--- src/rtl/cpu_pkg.sv ---
// cpu_pkg: opcodes, sequencer step encoding, ALU codes and the control word shared by the sequencer
package cpu_pkg;
   localparam logic [4:0] OP_LDW    = 5'd0;
   localparam logic [4:0] OP_LDWI   = 5'd1;
   localparam logic [4:0] OP_STW    = 5'd2;
   localparam logic [4:0] OP_ADD    = 5'd3;
   localparam logic [4:0] OP_SUB    = 5'd4;
   localparam logic [4:0] OP_SHR    = 5'd5;
   localparam logic [4:0] OP_SHL    = 5'd6;
   localparam logic [4:0] OP_ROR    = 5'd7;
   localparam logic [4:0] OP_ROL    = 5'd8;
   localparam logic [4:0] OP_AND    = 5'd9;
   localparam logic [4:0] OP_OR     = 5'd10;
   localparam logic [4:0] OP_ADDI   = 5'd11;
   localparam logic [4:0] OP_ANDI   = 5'd12;
   localparam logic [4:0] OP_ORI    = 5'd13;
   localparam logic [4:0] OP_MUL    = 5'd14;
   localparam logic [4:0] OP_DIV    = 5'd15;
   localparam logic [4:0] OP_NEG    = 5'd16;
   localparam logic [4:0] OP_NOT    = 5'd17;
   localparam logic [4:0] OP_BRANCH = 5'd18;
   localparam logic [4:0] OP_JR     = 5'd19;
   localparam logic [4:0] OP_JAL    = 5'd20;
   localparam logic [4:0] OP_IN     = 5'd21;
   localparam logic [4:0] OP_OUT    = 5'd22;
   localparam logic [4:0] OP_MFHI   = 5'd23;
   localparam logic [4:0] OP_MFLO   = 5'd24;
   localparam logic [4:0] OP_NOP    = 5'd25;
   localparam logic [4:0] OP_HALT   = 5'd26;

   // The ALU shares its operation codes with the register-form opcodes
   localparam logic [4:0] ALU_ADD = OP_ADD;
   localparam logic [4:0] ALU_AND = OP_AND;
   localparam logic [4:0] ALU_OR  = OP_OR;

   typedef enum logic [3:0] {S_T0, S_T1, S_T2, S_T3, S_T4, S_T5, S_T6, S_T7, S_HALT} state_t;

   typedef struct packed {
      logic       pc_out;
      logic       zhigh_out;
      logic       zlow_out;
      logic       mdr_out;
      logic       hi_out;
      logic       lo_out;
      logic       inport_out;
      logic       c_out;
      logic       ba_out;
      logic       r_out;
      logic       pc_en;
      logic       ir_en;
      logic       y_en;
      logic       zhigh_in;
      logic       zlow_in;
      logic       mar_en;
      logic       mdr_en;
      logic       hi_en;
      logic       lo_en;
      logic       outport_en;
      logic       con_en;
      logic       r_in;
      logic       gra;
      logic       grb;
      logic       grc;
      logic       inc_pc;
      logic       mdr_read;
      logic       ram_write;
      logic [4:0] alu_op;
      logic       link_en;
      logic [3:0] link_sel;
      logic       run;
      logic       illegal;
   } ctrl_t;

   // Final execute step of each opcode; fetch steps are never final
   function automatic state_t last_step(input logic [4:0] op);
      if (op == OP_LDW || op == OP_STW) return S_T7;
      if (op == OP_MUL || op == OP_DIV || op == OP_BRANCH) return S_T6;
      if (op <= OP_ORI) return S_T5;
      if (op == OP_NEG || op == OP_NOT || op == OP_JAL) return S_T4;
      return S_T3;
   endfunction
endpackage

--- src/rtl/control_sequencer_if.sv ---
// control_sequencer_if: instruction/status inputs and datapath control lines of the sequencer
interface control_sequencer_if;
   logic [31:0] IR;
   logic        CON_FF;
   logic        Mem_ready;
   logic        PCout, Zhighout, Zlowout, MDRout, HIout, LOout, InPortout, Cout, BAout, R_out;
   logic        PC_enable, IR_enable, Y_enable, ZHighIn, ZLowIn, MAR_enable, MDR_enable;
   logic        HI_enable, LO_enable, OutPort_enable, CON_enable, R_in;
   logic        Gra, Grb, Grc, IncPC, MDR_read, RAM_write;
   logic [4:0]  ALU_op;
   logic        Link_en;
   logic [3:0]  Link_sel;
   logic        Run;
   logic        Illegal;

   modport master (
      input  IR, CON_FF, Mem_ready,
      output PCout, Zhighout, Zlowout, MDRout, HIout, LOout, InPortout, Cout, BAout, R_out,
      output PC_enable, IR_enable, Y_enable, ZHighIn, ZLowIn, MAR_enable, MDR_enable,
      output HI_enable, LO_enable, OutPort_enable, CON_enable, R_in,
      output Gra, Grb, Grc, IncPC, MDR_read, RAM_write, ALU_op, Link_en, Link_sel, Run, Illegal
   );

   modport slave (
      output IR, CON_FF, Mem_ready,
      input  PCout, Zhighout, Zlowout, MDRout, HIout, LOout, InPortout, Cout, BAout, R_out,
      input  PC_enable, IR_enable, Y_enable, ZHighIn, ZLowIn, MAR_enable, MDR_enable,
      input  HI_enable, LO_enable, OutPort_enable, CON_enable, R_in,
      input  Gra, Grb, Grc, IncPC, MDR_read, RAM_write, ALU_op, Link_en, Link_sel, Run, Illegal
   );
endinterface

--- src/rtl/ctrl_decode.sv ---
// ctrl_decode: control word for the current step from the registered state, latched opcode and CON_FF
module ctrl_decode import cpu_pkg::*; #(
   parameter int         OPC_W    = 5,
   parameter logic [3:0] LINK_REG = 4'd15
) (
   input  state_t           state,
   input  logic [OPC_W-1:0] op,
   input  logic             con_ff,
   input  logic             run,
   output ctrl_t            c
);
   logic mem, rr, imm, md, nn;

   always_comb begin
      mem = op <= OP_STW;
      rr  = op >= OP_ADD && op <= OP_OR;
      imm = op >= OP_ADDI && op <= OP_ORI;
      md  = op == OP_MUL || op == OP_DIV;
      nn  = op == OP_NEG || op == OP_NOT;
      c = '0;
      if (run && state != S_HALT) begin
         c.run = 1'b1;
         c.link_sel = LINK_REG;
         case (state)
            S_T0: {c.pc_out, c.mar_en, c.inc_pc, c.zlow_in} = '1;
            S_T1: {c.zlow_out, c.pc_en, c.mdr_read, c.mdr_en} = '1;
            S_T2: {c.mdr_out, c.ir_en} = '1;
            S_T3:
               if (mem) {c.grb, c.ba_out, c.y_en} = '1;
               else if (rr || imm) {c.grb, c.r_out, c.y_en} = '1;
               else if (md) {c.gra, c.r_out, c.y_en} = '1;
               else if (nn) begin
                  {c.grb, c.r_out, c.zlow_in} = '1;
                  c.alu_op = 5'(op);
               end
               else if (op == OP_BRANCH) {c.gra, c.r_out, c.con_en} = '1;
               else if (op == OP_JR) {c.gra, c.r_out, c.pc_en} = '1;
               else if (op == OP_JAL) {c.pc_out, c.link_en, c.r_in} = '1;
               else if (op == OP_IN) {c.inport_out, c.gra, c.r_in} = '1;
               else if (op == OP_OUT) {c.gra, c.r_out, c.outport_en} = '1;
               else if (op == OP_MFHI) {c.hi_out, c.gra, c.r_in} = '1;
               else if (op == OP_MFLO) {c.lo_out, c.gra, c.r_in} = '1;
               else c.illegal = op > OP_HALT;
            S_T4:
               if (mem || imm) begin
                  {c.c_out, c.zlow_in} = '1;
                  c.alu_op = mem || op == OP_ADDI ? ALU_ADD : op == OP_ANDI ? ALU_AND : ALU_OR;
               end
               else if (rr || md) begin
                  {c.r_out, c.zlow_in} = '1;
                  c.grc = rr;
                  c.grb = md;
                  c.zhigh_in = md;
                  c.alu_op = 5'(op);
               end
               else if (nn) {c.zlow_out, c.gra, c.r_in} = '1;
               else if (op == OP_BRANCH) {c.pc_out, c.y_en} = '1;
               else if (op == OP_JAL) {c.gra, c.r_out, c.pc_en} = '1;
            S_T5:
               if (op == OP_LDW || op == OP_STW) {c.zlow_out, c.mar_en} = '1;
               else if (md) {c.zlow_out, c.lo_en} = '1;
               else if (op == OP_BRANCH) begin
                  {c.c_out, c.zlow_in} = '1;
                  c.alu_op = ALU_ADD;
               end
               else if (mem || rr || imm) {c.zlow_out, c.gra, c.r_in} = '1;
            S_T6:
               if (op == OP_LDW) {c.mdr_read, c.mdr_en} = '1;
               else if (op == OP_STW) {c.gra, c.r_out, c.mdr_en} = '1;
               else if (md) {c.zhigh_out, c.hi_en} = '1;
               else if (op == OP_BRANCH) begin
                  c.zlow_out = 1'b1;
                  c.pc_en = con_ff;
               end
            S_T7:
               if (op == OP_LDW) {c.mdr_out, c.gra, c.r_in} = '1;
               else if (op == OP_STW) {c.mdr_out, c.ram_write} = '1;
            default: ;
         endcase
      end
   end
endmodule

--- src/rtl/control_sequencer.sv ---
// control_sequencer: hardwired fetch/execute sequencer with memory-ready waits and a halt state
module control_sequencer import cpu_pkg::*; #(
   parameter int         OPC_W    = 5,
   parameter logic [3:0] LINK_REG = 4'd15
) (
   input logic                 Clock,
   input logic                 Clear,
   control_sequencer_if.master bus
);
   state_t           state_q, state_d;
   logic [OPC_W-1:0] op_q, op_d;
   logic             run_q, run_d, wait_st;
   ctrl_t            c;

   // run_q keeps outputs quiet for the first edge after Clear so T0 appears one cycle later
   always_comb begin
      state_d = state_q;
      op_d = op_q;
      run_d = 1'b1;
      wait_st = state_q == S_T1 || (state_q == S_T6 && op_q == OP_LDW) || (state_q == S_T7 && op_q == OP_STW);
      if (run_q && state_q != S_HALT && !(wait_st && !bus.Mem_ready)) begin
         if (state_q == S_T2) op_d = bus.IR[31 -: OPC_W];
         state_d = state_q != last_step(5'(op_q)) ? state_t'(state_q + 4'd1) : op_q == OP_HALT ? S_HALT : S_T0;
      end
   end

   always_ff @(posedge Clock or negedge Clear)
      if (!Clear) begin
         state_q <= S_T0;
         op_q <= '0;
         run_q <= 1'b0;
      end else begin
         state_q <= state_d;
         op_q <= op_d;
         run_q <= run_d;
      end

   ctrl_decode #(.OPC_W(OPC_W), .LINK_REG(LINK_REG)) u_decode (
      .state (state_q),
      .op    (op_q),
      .con_ff(bus.CON_FF),
      .run   (run_q),
      .c     (c)
   );

   assign {bus.PCout, bus.Zhighout, bus.Zlowout, bus.MDRout, bus.HIout, bus.LOout, bus.InPortout,
           bus.Cout, bus.BAout, bus.R_out, bus.PC_enable, bus.IR_enable, bus.Y_enable, bus.ZHighIn,
           bus.ZLowIn, bus.MAR_enable, bus.MDR_enable, bus.HI_enable, bus.LO_enable, bus.OutPort_enable,
           bus.CON_enable, bus.R_in, bus.Gra, bus.Grb, bus.Grc, bus.IncPC, bus.MDR_read, bus.RAM_write,
           bus.ALU_op, bus.Link_en, bus.Link_sel, bus.Run, bus.Illegal} = c;
endmodule

--- src/flat_wrapper.sv ---
// flat-port wrapper written by rule: the top's interface ports become plain ports
module control_sequencer_flat import cpu_pkg::*;
#(
   parameter int         OPC_W    = 5,
   parameter logic [3:0] LINK_REG = 4'd15
)
  (Clock, Clear, bus_IR, bus_CON_FF, bus_Mem_ready, bus_PCout, bus_Zhighout, bus_Zlowout, bus_MDRout, bus_HIout, bus_LOout, bus_InPortout, bus_Cout, bus_BAout, bus_R_out, bus_PC_enable, bus_IR_enable, bus_Y_enable, bus_ZHighIn, bus_ZLowIn, bus_MAR_enable, bus_MDR_enable, bus_HI_enable, bus_LO_enable, bus_OutPort_enable, bus_CON_enable, bus_R_in, bus_Gra, bus_Grb, bus_Grc, bus_IncPC, bus_MDR_read, bus_RAM_write, bus_ALU_op, bus_Link_en, bus_Link_sel, bus_Run, bus_Illegal);
  control_sequencer_if bus_i ();
  input logic Clock;
  input logic Clear;
  input wire logic [$bits(bus_i.IR)-1:0] bus_IR;
  input wire logic [$bits(bus_i.CON_FF)-1:0] bus_CON_FF;
  input wire logic [$bits(bus_i.Mem_ready)-1:0] bus_Mem_ready;
  output wire logic [$bits(bus_i.PCout)-1:0] bus_PCout;
  output wire logic [$bits(bus_i.Zhighout)-1:0] bus_Zhighout;
  output wire logic [$bits(bus_i.Zlowout)-1:0] bus_Zlowout;
  output wire logic [$bits(bus_i.MDRout)-1:0] bus_MDRout;
  output wire logic [$bits(bus_i.HIout)-1:0] bus_HIout;
  output wire logic [$bits(bus_i.LOout)-1:0] bus_LOout;
  output wire logic [$bits(bus_i.InPortout)-1:0] bus_InPortout;
  output wire logic [$bits(bus_i.Cout)-1:0] bus_Cout;
  output wire logic [$bits(bus_i.BAout)-1:0] bus_BAout;
  output wire logic [$bits(bus_i.R_out)-1:0] bus_R_out;
  output wire logic [$bits(bus_i.PC_enable)-1:0] bus_PC_enable;
  output wire logic [$bits(bus_i.IR_enable)-1:0] bus_IR_enable;
  output wire logic [$bits(bus_i.Y_enable)-1:0] bus_Y_enable;
  output wire logic [$bits(bus_i.ZHighIn)-1:0] bus_ZHighIn;
  output wire logic [$bits(bus_i.ZLowIn)-1:0] bus_ZLowIn;
  output wire logic [$bits(bus_i.MAR_enable)-1:0] bus_MAR_enable;
  output wire logic [$bits(bus_i.MDR_enable)-1:0] bus_MDR_enable;
  output wire logic [$bits(bus_i.HI_enable)-1:0] bus_HI_enable;
  output wire logic [$bits(bus_i.LO_enable)-1:0] bus_LO_enable;
  output wire logic [$bits(bus_i.OutPort_enable)-1:0] bus_OutPort_enable;
  output wire logic [$bits(bus_i.CON_enable)-1:0] bus_CON_enable;
  output wire logic [$bits(bus_i.R_in)-1:0] bus_R_in;
  output wire logic [$bits(bus_i.Gra)-1:0] bus_Gra;
  output wire logic [$bits(bus_i.Grb)-1:0] bus_Grb;
  output wire logic [$bits(bus_i.Grc)-1:0] bus_Grc;
  output wire logic [$bits(bus_i.IncPC)-1:0] bus_IncPC;
  output wire logic [$bits(bus_i.MDR_read)-1:0] bus_MDR_read;
  output wire logic [$bits(bus_i.RAM_write)-1:0] bus_RAM_write;
  output wire logic [$bits(bus_i.ALU_op)-1:0] bus_ALU_op;
  output wire logic [$bits(bus_i.Link_en)-1:0] bus_Link_en;
  output wire logic [$bits(bus_i.Link_sel)-1:0] bus_Link_sel;
  output wire logic [$bits(bus_i.Run)-1:0] bus_Run;
  output wire logic [$bits(bus_i.Illegal)-1:0] bus_Illegal;
  assign bus_i.IR = bus_IR;
  assign bus_i.CON_FF = bus_CON_FF;
  assign bus_i.Mem_ready = bus_Mem_ready;
  assign bus_PCout = bus_i.PCout;
  assign bus_Zhighout = bus_i.Zhighout;
  assign bus_Zlowout = bus_i.Zlowout;
  assign bus_MDRout = bus_i.MDRout;
  assign bus_HIout = bus_i.HIout;
  assign bus_LOout = bus_i.LOout;
  assign bus_InPortout = bus_i.InPortout;
  assign bus_Cout = bus_i.Cout;
  assign bus_BAout = bus_i.BAout;
  assign bus_R_out = bus_i.R_out;
  assign bus_PC_enable = bus_i.PC_enable;
  assign bus_IR_enable = bus_i.IR_enable;
  assign bus_Y_enable = bus_i.Y_enable;
  assign bus_ZHighIn = bus_i.ZHighIn;
  assign bus_ZLowIn = bus_i.ZLowIn;
  assign bus_MAR_enable = bus_i.MAR_enable;
  assign bus_MDR_enable = bus_i.MDR_enable;
  assign bus_HI_enable = bus_i.HI_enable;
  assign bus_LO_enable = bus_i.LO_enable;
  assign bus_OutPort_enable = bus_i.OutPort_enable;
  assign bus_CON_enable = bus_i.CON_enable;
  assign bus_R_in = bus_i.R_in;
  assign bus_Gra = bus_i.Gra;
  assign bus_Grb = bus_i.Grb;
  assign bus_Grc = bus_i.Grc;
  assign bus_IncPC = bus_i.IncPC;
  assign bus_MDR_read = bus_i.MDR_read;
  assign bus_RAM_write = bus_i.RAM_write;
  assign bus_ALU_op = bus_i.ALU_op;
  assign bus_Link_en = bus_i.Link_en;
  assign bus_Link_sel = bus_i.Link_sel;
  assign bus_Run = bus_i.Run;
  assign bus_Illegal = bus_i.Illegal;
  control_sequencer #(.OPC_W(OPC_W), .LINK_REG(LINK_REG)) u_core (.Clock(Clock), .Clear(Clear), .bus(bus_i));
endmodule
--- config.mk ---
export PLATFORM = sky130hd
export DESIGN_NAME = control_sequencer_flat
export DESIGN_NICKNAME = d
export VERILOG_FILES = /design/src/rtl/cpu_pkg.sv /design/src/rtl/control_sequencer_if.sv /design/src/rtl/ctrl_decode.sv /design/src/rtl/control_sequencer.sv /design/src/flat_wrapper.sv
export SDC_FILE = /design/constraint.sdc
export NUM_CORES = 1
export LEC_CHECK = 0
export CORE_MARGIN = 5
export CORE_UTILIZATION = 45
export CTS_CLUSTER_DIAMETER = 100
export CTS_CLUSTER_SIZE = 8
export DETAILED_ROUTE_END_ITERATION = 10
export HOLD_SLACK_MARGIN = 0.06
export MAX_ROUTING_LAYER = met4
export PLACE_DENSITY = 0.84
export SLEW_MARGIN = 20
export SYNTH_ARGS = -nofsm -noshare
export SYNTH_HDL_FRONTEND = slang
export SYNTH_SLANG_ARGS = --single-unit
--- constraint.sdc ---
create_clock -name Clock -period 4.4 [get_ports Clock]
set_input_delay 0.66 -clock Clock [delete_from_list [all_inputs] [get_ports Clock]]
set_output_delay 0.66 -clock Clock [all_outputs]
set_load 0.1 [all_outputs]
==> impl_metrics.yaml, run 1 <==
power:
  peakVddDrop_mv: 0.489
  p_per_area_nw_per_um2: 761
  power_mw: 1.48
  p_leak_nw: 0.821
floorplan:
  die_h_um: 69.1
  rows: 21
  fp.dieW_um: 69.1
  initial_core_util: 0.468
  io_pins: 76
  die_area_um2: 4780
  core-area_um2: 3360
logic_synthesis:
  synth_top_area_share: 0.159
  synthFlopType: "dfrtp_1"
  ys_seq_area_frac: 0.159
  synth_cells: 234
  syn_avg_cell_area_um2: 6.73
  async_reset_ff_frac: 1.00
  ys_types: 55
  synth_nets: 274
  ys_warn_count: 0
  synthesis.area_um2: 1570
  ys_ff_latch: 10
  synth_top_cell_by_area: "dfrtp_1"
  synth_edf_count: 0
  synth_common_cells: "32 x nor2_1, 26 x nand2_1, 17 x a21oi_1"
  yosys.cell_count.top_type: "nor2_1"
  ys_top_cells_by_area: "dfrtp_1 16%, nor2_1 7.6%, nand2_1 6.2%"
route:
  drt-total-wl_um: 4660
  routedWlPerCell_um: 15.1
  first_pass_iters: 4
  vias: 1846
  drc: 0
  viasPerCell: 5.99
  drt-initial-drc-count: 248
  postRouteAntennaNets: 0
worst_setup_path:
  worstSetupStartpointType: "register"
  worstPathArrival_ns: 3.09
  criticalPathCategory: "reg -> out"
  cp.required_ns: 3.74
  end_kind: "output pin"
  cp_max_fo: 14
clocking:
  insertion_delay_ns: 0.27
  cts_tree: "yes"
  cts.sinks: 10
  h-tree-depth: 1
  clk_path_buf_depth: 2
  postCtsHoldBufs: 0
  ctsResizeCount: 0
  cts_buffers: 3
  clockRootBuffer: "clkbuf_4"
  post_cts_buffers: 0
  path_clk_slew_ns: 0.07
place:
  postPlaceCellArea_um2: 1910
  io_buffers: 48
  gp_congestion: 0.902
  dpl.hpwl_um: 3600
  place_ws_ns: 0.959
  placed_cells: 304
global_routing:
  first_global_vias: 1597
  grt_start_max_net_pins: 31
  grt_pass1_wl_um: 7630
  antenna_found_initial: 0
  grt_usage: 0.193
  gr-total-overflow: 0
timing:
  post-route-period-util: 0.852
  tns_ns: 0
  whs_ns: 0.589
  relSlewSlack: 0.347
  setup_violations: 0
  setup_slack_ns: 0.651
  final_max_slew_viol_count: 0
  period_minus_slack_ns: 3.75
  hold_violations: 0
  grt_setup_unrepaired: "false"
  tightestPinTransition_ns: 0.976
  fmax_ghz: 0.267
  final.setup_skew_ns: 0.00607
cells_and_area:
  final_layout_size_suffix_gt1_frac: 0.202
  fin_nets: 303
  fin_util: 0.578
  finalInstanceArea_um2: 1940
  synthToLayoutAreaGrowth_pct: 23.4
  final_cells: 308
  diodes: 0
status:
  outcome: "finished clean"
job:
  max_cap_viol_count: 0
hold_path:
  min_path_type: "reg -> reg"
[worst paths after layout]
kind | from | endpoint | slack, ns | cells past startpoint
min in group asynchronous | Clear | u_core.state_q[1] | 0.71 | 1
worst max-delay path | u_core.state_q[0] | bus_Link_sel[3] | 0.65 | 6
worst min register to register | u_core.state_q[1] | u_core.state_q[1] | 0.59 | 2
max in group asynchronous | Clear | u_core.op_q[2] | 3.37 | 1
worst max register to register | u_core.op_q[4] | u_core.state_q[0] | 1.76 | 6
worst min-delay path | u_core.state_q[1] | u_core.state_q[1] | 0.59 | 2
[cells in the final DEF, fill, tap and decap left out, types with 2 or more instances in the layout]
| cell type | instances |
|---|---|
| a22oi_1 | 2 |
| and2_1 | 5 |
| nor4_2 | 2 |
| o22ai_1 | 5 |
| xnor2_1 | 2 |
| o21ai_0 | 7 |
| clkbuf_4 | 3 |
| and3_1 | 6 |
| nand2b_1 | 3 |
| a32oi_1 | 4 |
| nor2b_1 | 6 |
| a21oi_1 | 17 |
| o21a_1 | 2 |
| clkdlybuf4s50_1 | 15 |
| o21ai_1 | 2 |
| dfrtp_1 | 10 |
| inv_1 | 8 |
| a31oi_1 | 4 |
| or3_1 | 2 |
| a211oi_1 | 3 |
| buf_4 | 33 |
| o32ai_1 | 2 |
| mux2i_1 | 2 |
| mux2_2 | 7 |
| nor3_1 | 7 |
| nand3_1 | 11 |
| nor2_1 | 32 |
| nand2_1 | 26 |
| o21bai_1 | 2 |
| ha_1 | 4 |
| o31ai_1 | 2 |
| a21o_1 | 2 |
[metal layers]
layer,up-vias,share of wire,wire length [um],global-route usage
met5,-,0,0,-
met4,0,0.0092,43,0.0521
met3,4,0.099,461,0.0349
met2,101,0.46,2130,0.293
met1,847,0.43,2030,0.262
li1,894,-,-,-
[cell type report]
cell class                      instances  area, um2
Clock buffer                            4       36.3
Timing Repair Buffer                   48        398
Tap cell                               46       57.6
Sequential cell                        10        250
Inverter                               10       37.5
Fill cell                             341       1420
Multi-Input combinational cell        190       1160
[critical path, stage by stage, from the launching register on]
cell and delay, ns:
dfrtp_1 0.46, inv_1 0.14, ha_1 0.32, nand3_1 0.11, nand2_1 0.29, clkinv_1 0.40, clkdlybuf4s50_1 1.09
[report_power, final]
group | total (mW) | internal (mW) | switching (mW)
combinational | 1.07 | 0.353 | 0.721
clock | 0.0835 | 0.0503 | 0.0332
sequential | 0.321 | 0.128 | 0.193
[logic make-up (layout without fill, tap and decap cells)]
kind of cell / count (synthesis) / after routing / share of synthesized area
simple gates: 111 / 111 / 0.355
compound gates: 61 / 61 / 0.255
buf+inv: 34 / 62 / 0.110
flops: 10 / 10 / 0.159
mux: 9 / 9 / 0.0628
fa+ha+maj: 5 / 5 / 0.0390
xor+xnor: 3 / 3 / 0.0167
other cells: 1 / 1 / 0.00238
[flip-flops by register name, summed over array words and instances, names as in the netlist]
signal,count
u_core.run_q,1
u_core.op_q,5
u_core.state_q,4
No activity file was read; power rests on OpenSTA's default activity.
==> inputs of run 2 (changes only) <==
--- a/config.mk
+++ b/config.mk
@@ -12,7 +12,7 @@
 export DETAILED_ROUTE_END_ITERATION = 10
 export HOLD_SLACK_MARGIN = 0.06
 export MAX_ROUTING_LAYER = met4
-export PLACE_DENSITY = 0.84
+export PLACE_DENSITY = 0.88
 export SLEW_MARGIN = 20
 export SYNTH_ARGS = -nofsm -noshare
 export SYNTH_HDL_FRONTEND = slang
==> impl_metrics.yaml, run 2 (synthesis results as in run 1) <==
status:
  outcome: "finished clean"
floorplan:
  die_area_um2: 4780
  io_pins: 76
  initial_core_util: 0.468
  die_h_um: 69.1
  fp.dieW_um: 69.1
  core-area_um2: 3360
  rows: 21
route:
  viasPerCell: 6.03
  first_pass_iters: 5
  drt-total-wl_um: 4690
  postRouteAntennaNets: 0
  routedWlPerCell_um: 15.3
  vias: 1851
  drt-initial-drc-count: 234
  drc: 0
place:
  io_buffers: 48
  place_ws_ns: 0.948
  dpl.hpwl_um: 3550
  gp_congestion: 0.919
  placed_cells: 304
  postPlaceCellArea_um2: 1910
power:
  p_per_area_nw_per_um2: 756
  peakVddDrop_mv: 0.458
  p_leak_nw: 0.814
worst_setup_path:
  worstPathArrival_ns: 3.11
  end_kind: "output pin"
  critPathTopFamily: "buffers and inverters"
  criticalPathCategory: "reg -> out"
  crit_slowest_cell: "clkdlybuf4s50_1"
  cp.required_ns: 3.74
  critPathBufInv: 3
  cpPeakStageDelay_ns: 1.09
  crit_chain: "inv_1, ha_1, nand3_1, nand2_1, clkinv_1, clkdlybuf4s50_1"
  worstSetupStartpointType: "register"
  cp_max_fo: 14
cells_and_area:
  synthToLayoutAreaGrowth_pct: 22.6
  fill_cells: 336
  final_common_cell: "buf_4"
  largest_register_ffs: 5
  final_cells: 307
  diodes: 0
  finalInstanceArea_um2: 1930
  largest_register: "u_core.op_q"
  fin_nets: 303
  fin_util: 0.574
  top_regs: "u_core.op_q x5, u_core.state_q x4, u_core.run_q x1"
  final_layout_size_suffix_gt1_frac: 0.199
  final_cell_mix: "33 x buf_4, 32 x nor2_1, 26 x nand2_1"
timing:
  final_max_slew_viol_count: 0
  tns_ns: 0
  fmax_ghz: 0.266
  final.setup_skew_ns: 0.00378
  hold_violations: 0
  setup_violations: 0
  post-route-period-util: 0.856
  grt_setup_unrepaired: "false"
  relSlewSlack: 0.348
  period_minus_slack_ns: 3.77
  tightestPinTransition_ns: 0.975
  setup_slack_ns: 0.634
clocking:
  ctsResizeCount: 0
  clockRootBuffer: "clkbuf_4"
  clk_path_buf_depth: 2
  postCtsHoldBufs: 0
  post_cts_buffers: 0
  cts.sinks: 10
  path_clk_slew_ns: 0.06
  cts_buffers: 3
  insertion_delay_ns: 0.26
  h-tree-depth: 1
  cts_tree: "yes"
global_routing:
  antenna_found_initial: 0
  first_global_vias: 1617
  grt_start_max_net_pins: 31
  gr-total-overflow: 0
  grt_pass1_wl_um: 7660
  grt_usage: 0.189
job:
  max_cap_viol_count: 0
hold_path:
  min_path_type: "reg -> reg"
[run 2: metrics by stage]
stage	power, mW	hold slack [ns]
floorplan	1.21	0.364
global placement	1.36	0.566
detailed placement	1.38	0.577
CTS	1.44	0.594
global route	1.56	0.636
finish	1.46	0.600
[run 2: routing by layer]
metal,GRT usage,routed length (um),up-vias
met5,-,0,-
met4,0.0564,93,0
met3,0.0436,498,14
met2,0.276,2010,118
met1,0.257,2090,833
li1,-,-,886
[run 2: where the power goes]
part | switching (mW) | leakage (nW) | internal, mW
sequential | 0.195 | 0.122 | 0.128
combinational | 0.724 | 0.678 | 0.352
clock | 0.0282 | 0.0138 | 0.0314
[run 2: worst paths after layout]
kind	from	to	slack, ns	depth (start not counted)
worst max-delay path	u_core.state_q[0]	bus_Link_sel[3]	0.63	6
worst min-delay path	u_core.state_q[1]	u_core.state_q[1]	0.60	2
worst max register to register	u_core.op_q[4]	u_core.state_q[0]	1.78	6
worst min register to register	u_core.state_q[1]	u_core.state_q[1]	0.60	2
max in group asynchronous	Clear	u_core.op_q[1]	3.39	1
min in group asynchronous	Clear	u_core.op_q[4]	0.71	1
[run 2: layout make-up]
cell class / instances / area (um2) / share of cell area
multi-input combinational: 190 / 1160 / 0.603
timing repair buffer: 48 / 398 / 0.206
sequential: 10 / 250 / 0.130
tap: 46 / 57.6 / 0.0298
inverter: 10 / 37.5 / 0.0195
clock buffer: 3 / 22.5 / 0.0117
[run 2: worst register-to-register path, delay by kind of cell (launching register included)]
family,cells,cell delay (ns)
compound gates,2,0.35
mux,1,0.26
simple gates,3,0.92
flops,1,0.97
